`config.mk`:
```
export PLATFORM = sky130hd
export DESIGN_NAME = gnn_mac_sequencer_flat
export DESIGN_NICKNAME = d
export VERILOG_FILES = /design/src/rtl/gnn_mac_sequencer_if.sv /design/src/rtl/gnn_mac_sequencer.sv /design/src/flat_wrapper.sv
export SDC_FILE = /design/constraint.sdc
export NUM_CORES = 1
export LEC_CHECK = 0
export CORE_MARGIN = 10
export CORE_UTILIZATION = 45
export DETAILED_ROUTE_END_ITERATION = 10
export GPL_TIMING_DRIVEN = 0
export PLACE_DENSITY = 0.78
export SLEW_MARGIN = 15
export SYNTH_ARGS = -nofsm -noshare
export SYNTH_HDL_FRONTEND = slang
export SYNTH_SLANG_ARGS = --single-unit
```
`constraint.sdc`:
```
create_clock -name clk -period 1.9 [get_ports clk]
set_input_delay 0.57 -clock clk [delete_from_list [all_inputs] [get_ports clk]]
set_output_delay 0.57 -clock clk [all_outputs]
set_load 0.005 [all_outputs]
```
`src/rtl/gnn_mac_sequencer_if.sv`:
```
// Bundle of the sequencer's control bus: frame handshake, MAC operand
// selects and strobes, result-write tags, and per-output ready flags.
//
// Handshake: in_ready is a level from the feature/weight source. A frame
// starts on a cycle where the sequencer is idle and armed and in_ready is
// high. In that cycle in_capture is high, and the datapath latches the
// x/w operands. After a frame, in_ready must be seen low before the
// sequencer accepts another start. A source that holds in_ready high
// therefore gets exactly one frame per level.
interface gnn_mac_sequencer_if #(
  parameter int N_NODES = 4,
  parameter int N_IN    = 4,
  parameter int N_HID   = 4,
  parameter int N_OUT   = 2
);
  localparam int NW   = (N_NODES > 1) ? $clog2(N_NODES) : 1;
  localparam int KMAX = (N_IN > N_HID) ? N_IN : N_HID;
  localparam int KW   = (KMAX > 1) ? $clog2(KMAX) : 1;
  localparam int JMAX = (N_HID > N_OUT) ? N_HID : N_OUT;
  localparam int JW   = (JMAX > 1) ? $clog2(JMAX) : 1;

  logic                       in_ready;
  logic                       in_capture;
  logic                       busy;
  logic                       mac_clr;
  logic                       mac_en;
  logic                       layer;
  logic [NW-1:0]              sel_node;
  logic [KW-1:0]              sel_in;
  logic [JW-1:0]              sel_neu;
  logic                       res_wr;
  logic                       res_layer;
  logic [NW-1:0]              res_node;
  logic [JW-1:0]              res_idx;
  logic                       res_relu;
  logic [N_NODES*N_OUT-1:0]   out_ready;
  logic                       done;

  modport master (
    input  in_ready,
    output in_capture, busy, mac_clr, mac_en, layer,
    output sel_node, sel_in, sel_neu,
    output res_wr, res_layer, res_node, res_idx, res_relu,
    output out_ready, done
  );

  modport slave (
    output in_ready,
    input  in_capture, busy, mac_clr, mac_en, layer,
    input  sel_node, sel_in, sel_neu,
    input  res_wr, res_layer, res_node, res_idx, res_relu,
    input  out_ready, done
  );
endinterface

```
`src/rtl/gnn_mac_sequencer.sv`:
```
// Control FSM for a time-multiplexed two-layer GNN datapath that uses a
// single shared MAC. Layer 1 issues H = X*W1 term by term, and layer 2
// issues Y = H*W2. The term order has k fastest, then neuron j, then
// node n. Result-write tags travel down a MAC_LAT-deep pipeline.
// Optional feature macro: GNN_SEQ_RELU_EN. When it is defined, layer-1
// writes request ReLU. Otherwise res_relu is tied low.
module gnn_mac_sequencer #(
  parameter int N_NODES = 4,
  parameter int N_IN    = 4,
  parameter int N_HID   = 4,
  parameter int N_OUT   = 2,
  parameter int MAC_LAT = 1
) (
  input  logic                 clk,
  input  logic                 rst_n,
  gnn_mac_sequencer_if.master  bus,
  output logic [2:0]           dbg_state_o
);
  localparam int NW   = (N_NODES > 1) ? $clog2(N_NODES) : 1;
  localparam int KMAX = (N_IN > N_HID) ? N_IN : N_HID;
  localparam int KW   = (KMAX > 1) ? $clog2(KMAX) : 1;
  localparam int JMAX = (N_HID > N_OUT) ? N_HID : N_OUT;
  localparam int JW   = (JMAX > 1) ? $clog2(JMAX) : 1;
  localparam int NR   = N_NODES * N_OUT;

  localparam logic [KW-1:0] K1_LAST = KW'(N_IN - 1);
  localparam logic [KW-1:0] K2_LAST = KW'(N_HID - 1);
  localparam logic [JW-1:0] J1_LAST = JW'(N_HID - 1);
  localparam logic [JW-1:0] J2_LAST = JW'(N_OUT - 1);
  localparam logic [NW-1:0] N_LAST  = NW'(N_NODES - 1);
  localparam logic [4:0]    D_LAST  = 5'(MAC_LAT - 1);

  typedef enum logic [2:0] {
    S_IDLE  = 3'd0,
    S_L1    = 3'd1,
    S_L2    = 3'd2,
    S_DRAIN = 3'd3,
    S_DONE  = 3'd4
  } state_t;

  state_t          state_q, state_d;
  logic            armed_q, armed_d;
  logic [KW-1:0]   k_q, k_d;
  logic [JW-1:0]   j_q, j_d;
  logic [NW-1:0]   n_q, n_d;
  logic [4:0]      drain_q, drain_d;
  logic            done_q, done_d;
  logic [NR-1:0]   ready_q, ready_d, set_mask;
  logic            issue, last_k, last_j, last_n, start;

  // Tag pipeline, one entry per MAC latency stage.
  logic            pv_q [MAC_LAT];
  logic            pl_q [MAC_LAT];
  logic [NW-1:0]   pn_q [MAC_LAT];
  logic [JW-1:0]   pj_q [MAC_LAT];

  // Term-position decode. Loop bounds depend on the active layer.
  always_comb begin
    issue  = (state_q == S_L1) || (state_q == S_L2);
    last_k = (state_q == S_L2) ? (k_q == K2_LAST) : (k_q == K1_LAST);
    last_j = (state_q == S_L2) ? (j_q == J2_LAST) : (j_q == J1_LAST);
    last_n = (n_q == N_LAST);
    // Gating with rst_n keeps in_capture low while reset is held.
    start  = (state_q == S_IDLE) && armed_q && bus.in_ready && rst_n;
  end

  // Next-state logic, term counters, drain timer and the arming latch.
  always_comb begin
    state_d = state_q;
    armed_d = armed_q;
    k_d     = k_q;
    j_d     = j_q;
    n_d     = n_q;
    drain_d = drain_q;
    done_d  = 1'b0;
    case (state_q)
      S_IDLE: begin
        if (start) begin
          state_d = S_L1;
          armed_d = 1'b0;
          k_d     = '0;
          j_d     = '0;
          n_d     = '0;
        end
      end
      S_L1, S_L2: begin
        if (!last_k) begin
          k_d = k_q + 1'b1;
        end else begin
          k_d = '0;
          if (!last_j) begin
            j_d = j_q + 1'b1;
          end else begin
            j_d = '0;
            if (!last_n) begin
              n_d = n_q + 1'b1;
            end else begin
              n_d     = '0;
              drain_d = '0;
              state_d = (state_q == S_L1) ? S_L2 : S_DRAIN;
            end
          end
        end
      end
      S_DRAIN: begin
        if (drain_q == D_LAST) begin
          state_d = S_DONE;
          done_d  = 1'b1;
        end else begin
          drain_d = drain_q + 1'b1;
        end
      end
      S_DONE: begin
        if (!bus.in_ready) begin
          armed_d = 1'b1;
          state_d = S_IDLE;
        end
      end
      default: state_d = S_IDLE;
    endcase
  end

  // A layer-2 write marks its (node, neuron) result as valid. A new start clears all flags.
  always_comb begin
    set_mask = '0;
    for (int i = 0; i < NR; i++) begin
      set_mask[i] = bus.res_wr && bus.res_layer &&
                    (bus.res_node == NW'(i / N_OUT)) &&
                    (bus.res_idx == JW'(i % N_OUT));
    end
    ready_d = start ? '0 : (ready_q | set_mask);
  end

  // State, counter and flag registers.
  always_ff @(posedge clk or negedge rst_n) begin
    if (!rst_n) begin
      state_q <= S_IDLE;
      armed_q <= 1'b1;
      k_q     <= '0;
      j_q     <= '0;
      n_q     <= '0;
      drain_q <= '0;
      done_q  <= 1'b0;
      ready_q <= '0;
    end else begin
      state_q <= state_d;
      armed_q <= armed_d;
      k_q     <= k_d;
      j_q     <= j_d;
      n_q     <= n_d;
      drain_q <= drain_d;
      done_q  <= done_d;
      ready_q <= ready_d;
    end
  end

  // Shift the last-term tags so res_wr lands MAC_LAT cycles after issue.
  always_ff @(posedge clk or negedge rst_n) begin
    if (!rst_n) begin
      for (int i = 0; i < MAC_LAT; i++) begin
        pv_q[i] <= 1'b0;
        pl_q[i] <= 1'b0;
        pn_q[i] <= '0;
        pj_q[i] <= '0;
      end
    end else begin
      pv_q[0] <= issue && last_k;
      pl_q[0] <= (state_q == S_L2);
      pn_q[0] <= n_q;
      pj_q[0] <= j_q;
      for (int i = 1; i < MAC_LAT; i++) begin
        pv_q[i] <= pv_q[i-1];
        pl_q[i] <= pl_q[i-1];
        pn_q[i] <= pn_q[i-1];
        pj_q[i] <= pj_q[i-1];
      end
    end
  end

  assign bus.in_capture = start;
  assign bus.busy       = issue || (state_q == S_DRAIN);
  assign bus.mac_en     = issue;
  assign bus.mac_clr    = issue && (k_q == '0);
  assign bus.layer      = (state_q == S_L2);
  assign bus.sel_node   = n_q;
  assign bus.sel_in     = k_q;
  assign bus.sel_neu    = j_q;
  assign bus.res_wr     = pv_q[MAC_LAT-1];
  assign bus.res_layer  = pv_q[MAC_LAT-1] && pl_q[MAC_LAT-1];
  assign bus.res_node   = pv_q[MAC_LAT-1] ? pn_q[MAC_LAT-1] : '0;
  assign bus.res_idx    = pv_q[MAC_LAT-1] ? pj_q[MAC_LAT-1] : '0;
`ifdef GNN_SEQ_RELU_EN
  assign bus.res_relu   = pv_q[MAC_LAT-1] && !pl_q[MAC_LAT-1];
`else
  assign bus.res_relu   = 1'b0;
`endif
  assign bus.out_ready  = ready_q;
  assign bus.done       = done_q;
  assign dbg_state_o    = state_q;
endmodule
```
`src/flat_wrapper.sv`:
```
// flat-port wrapper written by rule: the top's interface ports become plain ports
module gnn_mac_sequencer_flat 
#(
  parameter int N_NODES = 4,
  parameter int N_IN    = 4,
  parameter int N_HID   = 4,
  parameter int N_OUT   = 2,
  parameter int MAC_LAT = 1
)
  (clk, rst_n, dbg_state_o, bus_in_ready, bus_in_capture, bus_busy, bus_mac_clr, bus_mac_en, bus_layer, bus_sel_node, bus_sel_in, bus_sel_neu, bus_res_wr, bus_res_layer, bus_res_node, bus_res_idx, bus_res_relu, bus_out_ready, bus_done);
  gnn_mac_sequencer_if #(.N_NODES(N_NODES), .N_IN(N_IN), .N_HID(N_HID), .N_OUT(N_OUT)) bus_i ();
  input  logic clk;
  input  logic rst_n;
  output logic [2:0] dbg_state_o;
  input wire logic [$bits(bus_i.in_ready)-1:0] bus_in_ready;
  output wire logic [$bits(bus_i.in_capture)-1:0] bus_in_capture;
  output wire logic [$bits(bus_i.busy)-1:0] bus_busy;
  output wire logic [$bits(bus_i.mac_clr)-1:0] bus_mac_clr;
  output wire logic [$bits(bus_i.mac_en)-1:0] bus_mac_en;
  output wire logic [$bits(bus_i.layer)-1:0] bus_layer;
  output wire logic [$bits(bus_i.sel_node)-1:0] bus_sel_node;
  output wire logic [$bits(bus_i.sel_in)-1:0] bus_sel_in;
  output wire logic [$bits(bus_i.sel_neu)-1:0] bus_sel_neu;
  output wire logic [$bits(bus_i.res_wr)-1:0] bus_res_wr;
  output wire logic [$bits(bus_i.res_layer)-1:0] bus_res_layer;
  output wire logic [$bits(bus_i.res_node)-1:0] bus_res_node;
  output wire logic [$bits(bus_i.res_idx)-1:0] bus_res_idx;
  output wire logic [$bits(bus_i.res_relu)-1:0] bus_res_relu;
  output wire logic [$bits(bus_i.out_ready)-1:0] bus_out_ready;
  output wire logic [$bits(bus_i.done)-1:0] bus_done;
  assign bus_i.in_ready = bus_in_ready;
  assign bus_in_capture = bus_i.in_capture;
  assign bus_busy = bus_i.busy;
  assign bus_mac_clr = bus_i.mac_clr;
  assign bus_mac_en = bus_i.mac_en;
  assign bus_layer = bus_i.layer;
  assign bus_sel_node = bus_i.sel_node;
  assign bus_sel_in = bus_i.sel_in;
  assign bus_sel_neu = bus_i.sel_neu;
  assign bus_res_wr = bus_i.res_wr;
  assign bus_res_layer = bus_i.res_layer;
  assign bus_res_node = bus_i.res_node;
  assign bus_res_idx = bus_i.res_idx;
  assign bus_res_relu = bus_i.res_relu;
  assign bus_out_ready = bus_i.out_ready;
  assign bus_done = bus_i.done;
  gnn_mac_sequencer #(.N_NODES(N_NODES), .N_IN(N_IN), .N_HID(N_HID), .N_OUT(N_OUT), .MAC_LAT(MAC_LAT)) u_core (.clk(clk), .rst_n(rst_n), .bus(bus_i), .dbg_state_o(dbg_state_o));
endmodule
```
# ---- Yosys cells after proc, flatten, opt, wreduce, memory -nomap -nowiden
# Index checks and enable logic that the tools add are counted.
# Widths: inputs -> output; s select.
dict set report totals {
  register_bits 30
  out_inout_bits 30
  word_cells 104
  in_bits 3
}
dict set report op_classes {
  n_bitwise 1
  n_mux 32
  reduce_logical 36
  add_sub_neg 4
  eq_ne 19
}
# cell count
set ops {}
lappend ops {{$mux 5} 4}
lappend ops {{$logic_and 1x1->1} 19}
lappend ops {{$mux 2} 9}
lappend ops {{$mux 3} 6}
lappend ops {{$pmux 2 s2} 3}
lappend ops {{$pmux 3 s4} 1}
lappend ops {{$eq 2x2->1 const B} 5}
lappend ops {{$ne 2x1->1 const B} 5}
lappend ops {{$pmux 5 s2} 1}
lappend ops {{$mux 8} 1}
lappend ops {{$or 8x8->8} 1}
lappend ops {{$add 2x1->2 const B} 3}
lappend ops {{$eq 2x1->1 const B} 3}
lappend ops {{$eq 3x2->1 const B} 2}
lappend ops {{$logic_not 2->1} 3}
lappend ops {{$mux 1} 6}
lappend ops {{$reduce_and 3->1} 2}
lappend ops {{$reduce_and 6->1} 1}
lappend ops {{$reduce_bool 2->1} 3}
lappend ops {{$add 5x1->5 const B} 1}
lappend ops {{$logic_not 5->1} 1}
lappend ops {{$reduce_and 5->1} 1}
lappend ops {{$ne 2x2->1 const B} 2}
lappend ops {{$reduce_and 4->1} 1}
lappend ops {{7 further kinds} 8}

# ---- Depth between registers and ports, before layout
# Gate-level depths: netlist of the first run.
dict set report depth {
  ltp_word 6
  depth_mapped 5
  depth_no_buf 5
}

# ---- Worst setup path before layout of the first run
# No wires, ideal clock.
dict set report synth_timing {
  kind {input to output}
  startpoint {input port rst_n}
  endpoint {output port bus_in_capture}
  t_required_ns 1.330
  path_buffers 1
  path_slack_ns -0.042
  path_stages 3
  arrival_ns 1.372
  path_cell_list {or4b_4 -> buf_6 -> nor2_2}
}
dict set report synth_via {
  elab_chain_len 1
}
# element line
set synth_rtl {}
lappend synth_rtl {{from (decl)} flat_wrapper.sv:13} ;# input logic rst_n;
lappend synth_rtl {{$logic_and 1x1->1} gnn_mac_sequencer.sv:64} ;# start = (state_q == S_IDLE) && armed_q && bus.in_ready && rst_n;
lappend synth_rtl {{to (decl)} flat_wrapper.sv:16} ;# output wire logic [$bits(bus_i.in_capture)-1:0] bus_in_capture;
# Every way passes these cells.

# ---- Worst setup path after layout of the first run
dict set report layout_timing {
  startpoint {register u_core.state_q[1], in the netlist u_core.dbg_state_o[1]}
  endpoint {output port bus_in_capture}
}
dict set report layout_via {
  elab_chain_len 4
}
# element line
set layout_rtl {}
lappend layout_rtl {{from (decl)} gnn_mac_sequencer.sv:41} ;# state_t state_q, state_d;
lappend layout_rtl {{from (signal assigned)} gnn_mac_sequencer.sv:146} ;# state_q <= state_d;
lappend layout_rtl {{$logic_not 3->1} gnn_mac_sequencer.sv:64}
lappend layout_rtl {{$logic_and 1x1->1 (3 in series)} gnn_mac_sequencer.sv:64}
# Every way passes these cells.

==> impl_metrics.toml, run 1 <==
[drt]
wl_per_cell_um = 17.2
drc = 0
vias_per_cell = 5.66
wl_um = 4450
drt_pass1_iterations = 4
drt-initial-drc-count = 92
antenna_left = 0
via_count = 1465

[outcome]
violations = "setup timing"
outcome = "complete, but fails checks"

[cts]
clk_pin_slew_ns = 0.10
root_buffer = "clkbuf_4"
cts.sinks = 30
numCtsBuffers = 5
cts_tree = "done"
clock_latency_ns = 0.34
cts_hold_buf = 0
cts.path.max_buffers = 2
htreeDepth = 2

[synth]
syn_area_sq_mm = 0.00151
yosysTopAreaCellShare = 0.481
synth_cells = 147
syn_area_per_cell_sq_um = 10.3
async_flop_share = 1.00
synth-seq-cells = 30
synthDistinctLibCells = 47
ys_warn_count = 0
ys.flop_type = "dfrtp_1"
yosysTopAreaCell = "dfrtp_1"
syn_nets = 155
synth.area.top_cells = "dfrtp_1 48%, ha_1 4.1%, nor2_1 3.2%, o21ai_0 2.7%, a31oi_1 2.5%"
seq_area_frac_synth = 0.498
synth-edff-count = 0

[power]
p_leak_nw = 1.03
seqPwrFrac = 0.441
intPower_w = 0.00131
p_total_w = 0.00193
power_switching_w = 0.000622
power_density_mw_per_mm2 = 867
p_clk_frac = 0.210
ir_drop_uv = 579
swShare = 0.322
comb_power_share = 0.350

[floorplan]
chipWidth_um = 77.9
core_sq_mm = 0.00313
design.die.area_sq_mm = 0.00607
rows = 20
initial_utilization = 0.482
fp.dieH_um = 77.9
io_pins = 33

[global_routing]
grt_pass1_wl_um = 7040
busiest_layer = "met2"
grt_util_met2 = 0.231
grt_overflow = 0
grtUsageMet3 = 0.0645
antenna_found_initial = 0
met1_usage = 0.152
grt_pass1_vias = 1464
grt_max_degree = 33
track_usage = 0.140

[worst_setup_path]
worstRegToRegCells = 6
r2r-end = "u_core.bus.sel_neu[1]$_DFFE_PN0P_"
worstSetupEndpointType = "output pin"
timing.rr.start = "u_core.dbg_state_o[1]$_DFFE_PN0P_"
cp.arrival_ns = 1.63
cp.required_ns = 1.33
path_cells = "buf_6 > or4b_4 > nor2_4 > buf_2"
critPathKind = "register to output pin"
cp_max_fo = 2
cp_slowest_cell = "or4b_4"
rrSetupSlack_ns = -0.12
slowest_delay_ns = 0.52
cp-start-kind = "register"

[placed_design]
hpwl_um = 2760
gp_congestion = 0.841
port_buffers = 31

[finish]
finalNetCount = 222
area_growth_pct = 47.5
final_util = 0.712
drive_gt1_frac = 0.312
final_common_cell = "buf_4"
diodes = 0
layout_common_cells = "29 x buf_4, 25 x dfrtp_1, 17 x clkdlybuf4s50_1"

[sta]
finalSetupViolations = 6
report.final.hold_viol_count = 0
fin_crit_sh = 1.16
worst_slack_ns = -0.302
fmax_mhz = 454
fin_skew_ns = 0.00962
post-route-min-period_ns = 2.20
rsz0062_at_grt = "true"
drv_slew = 0

[job]
max_cap_viol_count = 0

[hold_path]
hp-class = "input port to asynchronous set/reset pin"
## synthesized netlist by cell type, drive strengths merged, types with 2 or more instances
| cell type | count |
|---|---|
| a21oi | 7 |
| a31o | 2 |
| a31oi | 6 |
| and2 | 6 |
| and3 | 3 |
| and3b | 2 |
| buf | 4 |
| clkbuf | 2 |
| dfrtp | 29 |
| ha | 5 |
| inv | 9 |
| mux2i | 2 |
| nand2 | 6 |
| nand3 | 4 |
| nand3b | 2 |
| nor2 | 14 |
| nor4 | 3 |
| o21ai | 8 |
| o22ai | 5 |
| o2bb2ai | 2 |
| or4b | 2 |
| xnor2 | 2 |
| xor2 | 3 |
## metal layers
metal | vias to the layer above | routed length [um]
met4 | 0 | 111
met3 | 18 | 463
met1 | 689 | 1710
met2 | 89 | 2170
met5 | - | 0
li1 | 669 | -
## cell families (layout without fill, tap and decap cells)
logic type	Yosys count	in the layout	synth area share
compound gates	38	38	0.168
xor+xnor	5	5	0.0290
fa+ha+maj	5	5	0.0415
buf+inv	15	83	0.0514
flops	30	30	0.498
mux	2	2	0.0133
other cells	1	1	0.00249
simple gates	51	51	0.196
## sequential cells by signal, indices dropped and copies added, names as in the netlist
signal                flops
u_core.bus.sel_in         2
u_core.drain_q            5
u_core.pl_q               1
u_core.bus.sel_neu        2
u_core.dbg_state_o        3
u_core.bus.res_wr         1
u_core.pj_q               2
u_core.pn_q               2
u_core.armed_q            1
u_core.bus.sel_node       2
u_core.bus.done           1
u_core.bus.out_ready      8
## worst max path at each step
stage	endpoint	slack, ns	start	depth (start not counted)
floorplan	bus_in_capture	0.03	rst_n	3
global route	bus_in_capture	-0.34	u_core.dbg_state_o[1]$_DFFE_PN0P_	4
global placement	bus_in_capture	-2.12	rst_n	5
finish	bus_in_capture	-0.30	u_core.dbg_state_o[1]$_DFFE_PN0P_	4
CTS	bus_in_capture	-0.35	u_core.dbg_state_o[1]$_DFFE_PN0P_	4
detailed placement	bus_in_capture	-1.25	rst_n	5
## critical path, delay by kind of cell, from the launching register on
kind | cells | cell delay [ns]
and+or+nand+nor | 2 | 0.64
DFF | 1 | 0.40
buffers and inverters | 2 | 0.25
## through the flow
step	setup WS [ns]	TNS (ns)	instances	cell area, sq um	hold slack (ns)
after floorplan	0.0279	0	147	1510	0.274
after CTS	-0.348	-1.06	251	2140	0.0991
after global routing	-0.343	-1.59	259	2230	0.0671
after global placement	-2.12	-29.14	222	1880	0.400
after detailed placement	-1.25	-7.73	222	1870	0.406
final	-0.302	-1.25	259	2230	0.0614
## repair_timing
action                                 in CTS  in global routing
resized for setup                          48                  8
pin swaps                                   6                  6
setup endpoints to repair                  16                 14
endpoints found under the hold margin       0                  0
buffers inserted                           22                  9
## cell type report
type                            count  area, sq um
Clock inverter                      1         5.00
Inverter                            9         33.8
Sequential cell                    30          757
Tap cell                           44         55.1
Timing Repair Buffer               62          543
Multi-Input combinational cell    102          746
Fill cell                         234          902
Clock buffer                        7         55.1
Buffer                              4         31.3
## power by group through the flow
stage	clock (W)	sequential [W]	combinational, W
after floorplan	0	0.000868	0.000239
after global placement	0	0.000879	0.000487
after detailed placement	0	0.000891	0.000510
after CTS	0.000401	0.000870	0.000593
after global routing	0.000437	0.000873	0.000735
final	0.000404	0.000850	0.000675
(Power assumes the default switching activity.)
==> run 2: changes to the inputs <==
Settings changed: CORE_UTILIZATION 45 to 30, PLACE_DENSITY 0.78 to 0.55.
Clock period 1.9 ns to 2.6 ns, I/O delays scaled along.
==> run 2 against run 1 <==
Net effect: the flow now finishes without violations; sequential share of layout area grew 0.45 points; first-iteration DRC count shrank 39%; non-clock buffer count shrank 23; hold slack gained 0.23 ns; sequential power shrank 24%; highest routed layer unchanged; largest cell class unchanged.
==> impl_metrics.toml, run 2 (synthesis gave the netlist of run 1 again) <==
[drt]
drt_pass1_iterations = 4
drt-initial-drc-count = 56
drc = 0
vias_per_cell = 5.00
wl_um = 4010
highest_layer = "met4"
wl_met3_um = 316
met1Wirelength_um = 1900
via_count = 1294
antenna_left = 0
wl_met2_um = 1720
wl_per_cell_um = 15.5

[floorplan]
rows = 25
fp.dieH_um = 90.9
design.die.area_sq_mm = 0.00827
io_pins = 33
initial_utilization = 0.315
core_sq_mm = 0.00479
chipWidth_um = 90.9

[sta]
hold_ws_ns = 0.290
finalSetupTns_ns = 0
finalSetupViolations = 0
relSlewSlack = 0.518
post-route-min-period_ns = 2.56
fin_crit_sh = 0.985
report.final.hold_viol_count = 0
fmax_mhz = 390
fin_skew_ns = 0.00592
drv_slew = 0
tightest_slew_ns = 0.713

[worst_setup_path]
crit_family = "simple AND/OR/NAND/NOR gates"
path_buf_inv = 2
slowest_delay_ns = 0.51
critPathKind = "input port to output pin"
cp_slowest_cell = "or4b_4"
worstSetupEndpointType = "output pin"
path_cells = "buf_16 > or4b_4 > nor2_4 > clkdlybuf4s15_2"
cp-start-kind = "input port"
cp_max_fo = 16
cp.required_ns = 1.82
cp.arrival_ns = 1.78

[finish]
design_area_sq_mm = 0.00219
drive_gt1_frac = 0.182
diodes = 0
largest_register_ffs = 8
area_growth_pct = 45.1
finalNonFillerCells = 259
layout_common_cells = "28 x clkdlybuf4s50_1, 27 x dfrtp_1, 12 x nor2_1"
fillCellCount = 462
final_common_cell = "clkdlybuf4s50_1"
finalNetCount = 199

[placed_design]
placed_cell_area_sq_mm = 0.00190
port_buffers = 31
dpl.cell_count = 245
hpwl_um = 2820
gp_congestion = 0.785

[cts]
cts_hold_buf = 0
cts_tree = "done"
cts.path.max_buffers = 2
clk_pin_slew_ns = 0.06
root_buffer = "clkbuf_8"
cts.sinks = 30
numCtsBuffers = 5
clock_latency_ns = 0.29
htreeDepth = 2

[power]
p_total_w = 0.00163
power_density_mw_per_mm2 = 746
p_leak_nw = 0.924
ir_drop_uv = 364

[outcome]
outcome = "finished, final reports clean"

[global_routing]
grt_max_degree = 17
grt_overflow = 0
track_usage = 0.0964
grt_pass1_vias = 1287
grt_pass1_wl_um = 6650
antenna_found_initial = 0

[hold_path]
hp-class = "input port to asynchronous set/reset pin"

[job]
max_cap_viol_count = 0
[run 2: through the flow]
stage / setup slack (ns) / util
5_1_grt: -0.000836 / 0.458
3_3_place_gp: -2.05 / 0.398
6_report: 0.0388 / 0.458
3_5_place_dp: -1.17 / 0.397
2_1_floorplan: 0.238 / -
4_1_cts: 0.00992 / 0.449
[run 2: power breakdown]
part           internal, W  leakage (nW)  total [W]  switching, W
combinational     0.000223         0.483   0.000392      0.000169
clock             0.000409        0.0714   0.000595      0.000186
sequential        0.000553         0.369   0.000646     0.0000929
total              0.00119         0.924    0.00163      0.000448
[run 2: final cells by class]
type                    count  area, sq um  area share
plain buffers               5         36.3      0.0166
clock buffers               6         82.6      0.0377
clock inverters             2         60.1      0.0274
inverters                   9         33.8      0.0154
multi-input cells         102          729       0.333
flip-flops and latches     30          754       0.345
well taps                  67         83.8      0.0383
repair buffers             38          409       0.187
[run 2: worst paths after layout]
| path | from | end | slack [ns] | cells past startpoint |
|---|---|---|---|---|
| worst max-delay path | rst_n | bus_in_capture | 0.04 | 4 |
| worst min-delay path | rst_n | u_core.bus.out_ready[4]$_DFF_PN0_ | 0.29 | 1 |
| worst max register to register | u_core.dbg_state_o[1]$_DFFE_PN0P_ | u_core.bus.sel_neu[1]$_DFFE_PN0P_ | 0.73 | 5 |
| worst min register to register | u_core.bus.sel_neu[1]$_DFFE_PN0P_ | u_core.pj_q[1]$_DFF_PN0_ | 0.41 | 0 |
| max in group asynchronous | rst_n | u_core.dbg_state_o[0]$_DFFE_PN0P_ | 2.04 | 1 |
| min in group clk | u_core.bus.sel_neu[1]$_DFFE_PN0P_ | u_core.pj_q[1]$_DFF_PN0_ | 0.41 | 0 |
[run 2: routing by layer]
layer,up-vias,GRT usage
met5,-,0
met2,48,0.138
met3,9,0.0382
met1,614,0.128
met4,0,0.0326
li1,623,-
[run 2: repair_timing]
item / in CTS / in global routing
buffers inserted: 2 / 4
gates cloned: 1 / 0
gates resized for setup: 19 / 3
setup endpoints to repair: 4 / 4
pin swaps: 2 / 2
[run 2: worst reg2reg max path, cell delays in order (launching register included)]
cell and delay, ns:
dfrtp_1 0.39, buf_6 0.15, or4b_4 0.53, buf_4 0.18, o221a_1 0.24, a311o_1 0.26
